[src/rtl/aes_stream_ctrl.sv]
`timescale 1ns/1ps
// Byte-stream front end for an AES block core: assembles 16 input bytes into a
// plaintext block, launches the core, then streams the ciphertext back out bytewise.
module aes_stream_ctrl #(
    parameter int unsigned TIMEOUT = 1024
) (
    input  logic         clk,
    input  logic         rst_n,
    input  logic [7:0]   in_data,
    input  logic         in_valid,
    output logic         in_ready,
    output logic [127:0] core_pt,
    output logic         core_load,
    input  logic [127:0] core_ct,
    input  logic         core_valid,
    output logic [7:0]   out_data,
    output logic         out_valid,
    input  logic         out_ready,
    output logic         out_last,
    output logic         busy,
    output logic         err_timeout
);

    localparam int unsigned CNT_W = 16;
    localparam int unsigned IDX_W = 4;

    typedef enum logic [1:0] {
        COLLECT = 2'd0,
        START   = 2'd1,
        WAIT    = 2'd2,
        EMIT    = 2'd3
    } state_t;

    state_t             state;
    state_t             state_nxt;
    logic [IDX_W-1:0]   k;
    logic [IDX_W-1:0]   j;
    logic [IDX_W-1:0]   j_nxt;
    logic [CNT_W-1:0]   cnt;
    logic [127:0]       cap;
    logic               in_fire_c;
    logic               out_fire_c;
    logic               tmo_hit_c;

    // Handshake and status flags decode straight from the state.
    assign in_ready   = (state == COLLECT);
    assign out_valid  = (state == EMIT);
    assign out_last   = (state == EMIT) && (j == 4'd15);
    assign busy       = (state != COLLECT);

    assign in_fire_c  = in_valid && in_ready;
    assign out_fire_c = out_valid && out_ready;
    assign j_nxt      = j + 4'd1;
    // The counter reaches TIMEOUT-1 on the edge where this fires.
    assign tmo_hit_c  = (cnt == CNT_W'(TIMEOUT - 2));

    // State register.
    always_ff @(posedge clk or negedge rst_n) begin
        if (!rst_n) begin
            state <= COLLECT;
        end else begin
            state <= state_nxt;
        end
    end

    // Next-state logic; core_valid wins over a coincident timeout.
    always_comb begin
        state_nxt = state;
        unique case (state)
            COLLECT: if (in_fire_c && (k == 4'd15)) state_nxt = START;
            START:   state_nxt = WAIT;
            WAIT: begin
                if (core_valid) begin
                    state_nxt = EMIT;
                end else if (tmo_hit_c) begin
                    state_nxt = COLLECT;
                end
            end
            EMIT:    if (out_fire_c && (j == 4'd15)) state_nxt = COLLECT;
            default: state_nxt = COLLECT;
        endcase
    end

    // Input assembly, core launch and timeout tracking.
    always_ff @(posedge clk or negedge rst_n) begin
        if (!rst_n) begin
            k           <= '0;
            core_pt     <= '0;
            core_load   <= 1'b0;
            cnt         <= '0;
            err_timeout <= 1'b0;
        end else begin
            core_load   <= 1'b0;
            err_timeout <= 1'b0;
            if (in_fire_c) begin
                core_pt[{~k, 3'b000} +: 8] <= in_data;
                k                           <= k + 4'd1;
                core_load                   <= (k == 4'd15);
            end
            if (state == START) begin
                cnt <= '0;
            end else if (state == WAIT) begin
                cnt <= cnt + CNT_W'(1);
                if (!core_valid && tmo_hit_c) begin
                    err_timeout <= 1'b1;
                    k           <= '0;
                end
            end
        end
    end

    // Ciphertext capture and byte emission.
    always_ff @(posedge clk or negedge rst_n) begin
        if (!rst_n) begin
            cap      <= '0;
            j        <= '0;
            out_data <= '0;
        end else begin
            if ((state == WAIT) && core_valid) begin
                cap      <= core_ct;
                j        <= '0;
                out_data <= core_ct[127:120];
            end else if (out_fire_c) begin
                j <= j_nxt;
                if (j == 4'd15) begin
                    out_data <= '0;
                end else begin
                    out_data <= cap[{~j_nxt, 3'b000} +: 8];
                end
            end
        end
    end

endmodule

[config.mk]
export PLATFORM = sky130hd
export DESIGN_NAME = aes_stream_ctrl
export DESIGN_NICKNAME = d
export VERILOG_FILES = /design/src/rtl/aes_stream_ctrl.sv
export SDC_FILE = /design/constraint.sdc
export NUM_CORES = 1
export LEC_CHECK = 0
export ABC_AREA = 1
export CORE_ASPECT_RATIO = 1.2
export CORE_MARGIN = 2
export CORE_UTILIZATION = 56
export DETAILED_ROUTE_END_ITERATION = 8
export GPL_TIMING_DRIVEN = 1
export PLACE_DENSITY = 0.87
export SETUP_SLACK_MARGIN = 0.5
export SYNTH_ARGS = -nofsm -noshare
export SYNTH_HDL_FRONTEND = slang
export SYNTH_SLANG_ARGS = --single-unit
[constraint.sdc]
create_clock -name clk -period 5.2 [get_ports clk]
set_input_delay 0.52 -clock clk [delete_from_list [all_inputs] [get_ports clk]]
set_output_delay 0.52 -clock clk [all_outputs]
set_load 0.1 [all_outputs]
Yosys cells after proc, flatten, opt, wreduce, memory -nomap -nowiden
Cells that the tools add are included.
{"block": "op_classes", "mux": 21, "bitwise_logic": 2, "n_eq_ne": 9, "shifts": 3, "n_addsub": 4, "n_reduce_logical": 13}
{"op": "128-bit bitwise mux", "count": 1}
{"op": "8-bit by 9-bit variable shift with 128-bit output, first input constant", "count": 1}
{"op": "128-bit by 8-bit variable part select with 8-bit output", "count": 1}
{"op": "8-bit by 9-bit variable part select with 128-bit output", "count": 1}
{"op": "16-bit 2-to-1 mux", "count": 2}
{"op": "4-bit 2-to-1 mux", "count": 6}
{"op": "8-bit 2-to-1 mux", "count": 3}
{"op": "16-bit by 1-bit adder with 16-bit output, second input constant", "count": 1}
{"op": "16-bit by 10-bit == test with 1-bit output, second input constant", "count": 1}
{"op": "7-bit negator with 9-bit output", "count": 1}
{"op": "4-bit by 1-bit adder with 4-bit output, second input constant", "count": 2}
{"op": "4-bit == test, second input constant", "count": 2}
{"op": "2-bit 2-to-1 mux", "count": 4}
{"op": "4-bit NOT", "count": 2}
{"op": "2-bit case mux with 4 select lines", "count": 1}
{"op": "1-bit logical AND", "count": 7}
{"op": "2-bit nonzero test", "count": 3}
{"op": "2-bit == test, second input constant", "count": 2}
{"op": "1-bit 2-to-1 mux", "count": 4}
{"op": "2-bit by 1-bit inequality test with 1-bit output, second input constant", "count": 2}
{"op": "3-bit inequality test, second input constant", "count": 1}
{"op": "3-bit AND reduction", "count": 1}
{"op": "2-bit by 1-bit == test with 1-bit output, second input constant", "count": 1}
{"op": "2-bit zero test", "count": 1}
{"op": "1-bit zero test", "count": 1}
{"block": "totals", "ff_bits": 292, "out_inout_bits": 142, "inputBits": 141}

Logic depth before layout (Yosys ltp)
{"block": "logic_depth", "ltp_word": 6, "depth_mapped": 10, "ltp_nobuf": 10}

Worst setup path after synthesis
Ideal clock, no wire load.
{"block": "synth_timing", "path_kind": "flip-flop to output port", "start": "register state[0]", "end": "output out_last", "path_buffers": 0, "stages_incl_launch_ff": 4, "arrival_ns": 2.613, "path_slack_ns": 2.067, "cell_sequence": "dfrtp_1 > ha_1 > inv_1 > nor2_1"}
{"block": "synth_via", "elab_chain_len": 2}
{"item": "start: declaration", "line": "34", "rtl": "state_t state;"}
{"item": "start signal: assignment", "line": "62", "rtl": "state <= state_nxt;"}
{"item": "2-bit == test"}
{"item": "via out_valid", "line": "17", "rtl": "output logic out_valid,"}
{"item": "1-bit logical AND", "line": "48", "rtl": "assign out_last = (state == EMIT) && (j == 4'd15);"}
{"item": "end: declaration", "line": "19", "rtl": "output logic out_last,"}
The timed path passes the listed nets, and every way through them passes these cells.

Final worst setup path
{"block": "layout_timing", "start": "register j[1]", "end": "output out_last"}
{"block": "layout_via", "elab_chain_len": 2}
{"item": "start: declaration", "line": "37", "rtl": "logic [IDX_W-1:0] j;"}
{"item": "start signal: assignment", "line": "124", "rtl": "j <= j_nxt;"}
{"item": "4-bit == test", "line": "48"}
{"item": "1-bit logical AND", "line": "48"}
Every way passes these cells.

==> impl_metrics.tcl <==
set metrics [dict create \
    drt_iter0_markers 1105 \
    drt-total-wl_um 37400 \
    numCtsBuffers 28 \
    final_util 0.731 \
    grt.overflow.total 0 \
    post_dp_cell_area_sq_um 16400 \
    cts.path.max_buffers 3 \
    wire_per_inst_um 16.6 \
    cp_slowest_cell "clkdlybuf4s50_1" \
    crit_path_max_fanout 4 \
    period_share 0.633 \
    grt_max_degree 167 \
    avgSynthCellArea_sq_um 8.07 \
    die_h_um 174 \
    max_stage_delay_ns 1.18 \
    ant_nets 0 \
    fill_cells 1726 \
    outcome "complete, no violations" \
    synth.most_common_cell "nand2_1" \
    rsz0062_at_grt "false" \
    synth_top_area_frac 0.544 \
    hold_viol 0 \
    power.density_nw_per_um2 709 \
    numClockSinks 292 \
    ctsHtreeMaxLevel 1 \
    finalCriticalPeriod_ns 3.29 \
    fin_nets 2066 \
    dr_total_vias 12200 \
    netlist_instances 1666 \
    path_buf_inv 1 \
    port_buffers 282 \
    hold_path_class "in2async" \
    cts-resized-gates 0 \
    vdd.ir_drop.worst_v 0.000443 \
    ys_warn_count 0 \
    fmax_mhz 304 \
    grt_pass1_vias 12000 \
    dp_hpwl_um 26500 \
    cp.arrival_ns 2.77 \
    drt-pass1-iter-count 6 \
    critPathLaunchType "flop" \
    endpoint_kind "primary output" \
    synth_flop_cell "dfrtp_1" \
    critPathKind "reg2out" \
    place.gp.congestion 0.912 \
    die_area_sq_um 25300 \
    seqCellArea_sq_um 7310 \
    design_area_sq_um 17400 \
    max_cap_viol_count 0 \
    grt_pass1_wl_um 60700 \
    synth_area_leaders "dfrtp_1, nand2_1, o21ai_0" \
    dpl.cell_count 2204 \
    stdcell_count 2256 \
    synth_edf_count 0 \
    io_pins 283 \
    tns_ns 0 \
    yosys.cell_types.count 38 \
    antenna_found_initial 1 \
    postCtsHoldBufs 0 \
    drcViolationCount 0 \
    row_count 62 \
    post_cts_buffers 0 \
    ys_ff_latch 292 \
    max_slew_margin 0.237 \
    finalMaxSlewViolations 0 \
    critPathRequiredTime_ns 4.68 \
    pre_cts_slack_ns 1.85 \
    track_usage 0.295 \
    cts_root_buf "clkbuf_16" \
    syn2layout_area_growth_pct 29.1 \
    clk_pin_slew_ns 0.06 \
    via_per_inst 5.42 \
    ys_top_cells_by_count "nand2_1, dfrtp_1, inv_1, o21ai_0, nand3_1" \
    multiInputGateArea_sq_um 5080 \
    ys_seq_area_frac 0.544 \
    crit_family "buffers and inverters" \
    syn_nets 1818 \
    fp.dieW_um 145 \
    clkLatencyLatePin_ns 0.54 \
    fin_ws_ns 1.91 \
    start_util 0.566 \
    cts_tree "done" \
    worst_pin_slew_ns 1.14 \
    drive_gt1_frac 0.0491 \
    cp_cell_sequence "ha_1 -> nand3_1 -> nor2_1 -> clkdlybuf4s50_1" \
    core_sq_um 23700 \
    final-setup-viol-count 0 \
    syn_area_sq_um 13400 \
    clock_skew_ns 0.00937 \
    yosys.area.top_type "dfrtp_1" \
    leakage_nw 8.22 \
    synth-async-reset-ratio 1.00 \
]
[metal layers]
metal / part of all wire / GRT usage / vias up
met3: 0.069 / 0.0403 / 152
met5: 0 / 0 / -
met1: 0.38 / 0.359 / 5778
li1: - / - / 5730
met2: 0.49 / 0.508 / 578
met4: 0.062 / 0.167 / 0
[kinds of logic after synthesis]
logic type | after synthesis | share of synthesized area
AOI/OAI and AO/OA | 230 | 0.0875
xor gates and xnor gates | 6 | 0.00391
adders and majority gates | 11 | 0.0102
buffers and inverters | 263 | 0.0788
DFF | 292 | 0.544
and+or+nand+nor | 864 | 0.276
[flip-flops by register name, summed over array words and instances (netlist names)]
register,count
state,2
core_load,1
cnt,16
err_timeout,1
out_data,8
core_pt,128
k,4
cap,128
j,4
[cells in the final DEF (no fill, tap or decap), drive strengths merged]
cell type / netlist / routed
xnor2: 1 / 1
clkinv: 3 / 7
clkdlybuf4s50: 0 / 281
or2: 1 / 1
inv: 188 / 188
nand4: 4 / 4
nor2: 142 / 142
xor2: 5 / 5
nor3: 29 / 29
o21ai: 218 / 218
bufinv: 0 / 2
nand3b: 1 / 1
buf: 31 / 9
a31oi: 2 / 2
a211oi: 1 / 1
o22ai: 1 / 1
diode: 0 / 1
dfrtp: 292 / 292
nand2: 534 / 534
ha: 11 / 11
and3: 2 / 2
nand3: 151 / 151
a21oi: 8 / 8
clkbuf: 41 / 45
[layout make-up]
cell class | instances | area share
Antenna cell | 1 | 0.000144
Clock buffer | 45 | 0.0493
Clock inverter | 6 | 0.00483
Inverter | 191 | 0.0420
Multi-Input combinational cell | 1111 | 0.293
Sequential cell | 292 | 0.421
Tap cell | 320 | 0.0231
Timing Repair Buffer | 290 | 0.167
[report_power, final]
part	switching, W	total (W)	internal [W]
combinational	0.00504	0.00663	0.00160
clock	0.000849	0.00207	0.00122
sequential	0.000452	0.00361	0.00315
total	0.00634	0.0123	0.00597
[worst paths after layout]
check,start,end,slack [ns],cells past startpoint
min in group clk,cap[116],cap[116],0.48,2
worst min register to register,cap[116],cap[116],0.48,2
max in group asynchronous,rst_n,cap[112],3.91,2
worst max-delay path,j[1],out_last,1.91,4
worst min-delay path,rst_n,core_pt[24],0.04,1
worst max register to register,state[0],out_data[2],2.04,9
[per-stage QoR]
| stage | power (W) | hold slack, ns |
|---|---|---|
| final | 0.0123 | 0.0381 |
| after CTS | 0.0123 | 0.0771 |
| after global routing | 0.0129 | 0.0928 |
| after detailed placement | 0.0102 | 0.467 |
| after global placement | 0.0100 | 0.461 |
| after floorplan | 0.00848 | 0.224 |
Power figures use the tool's default switching activity.
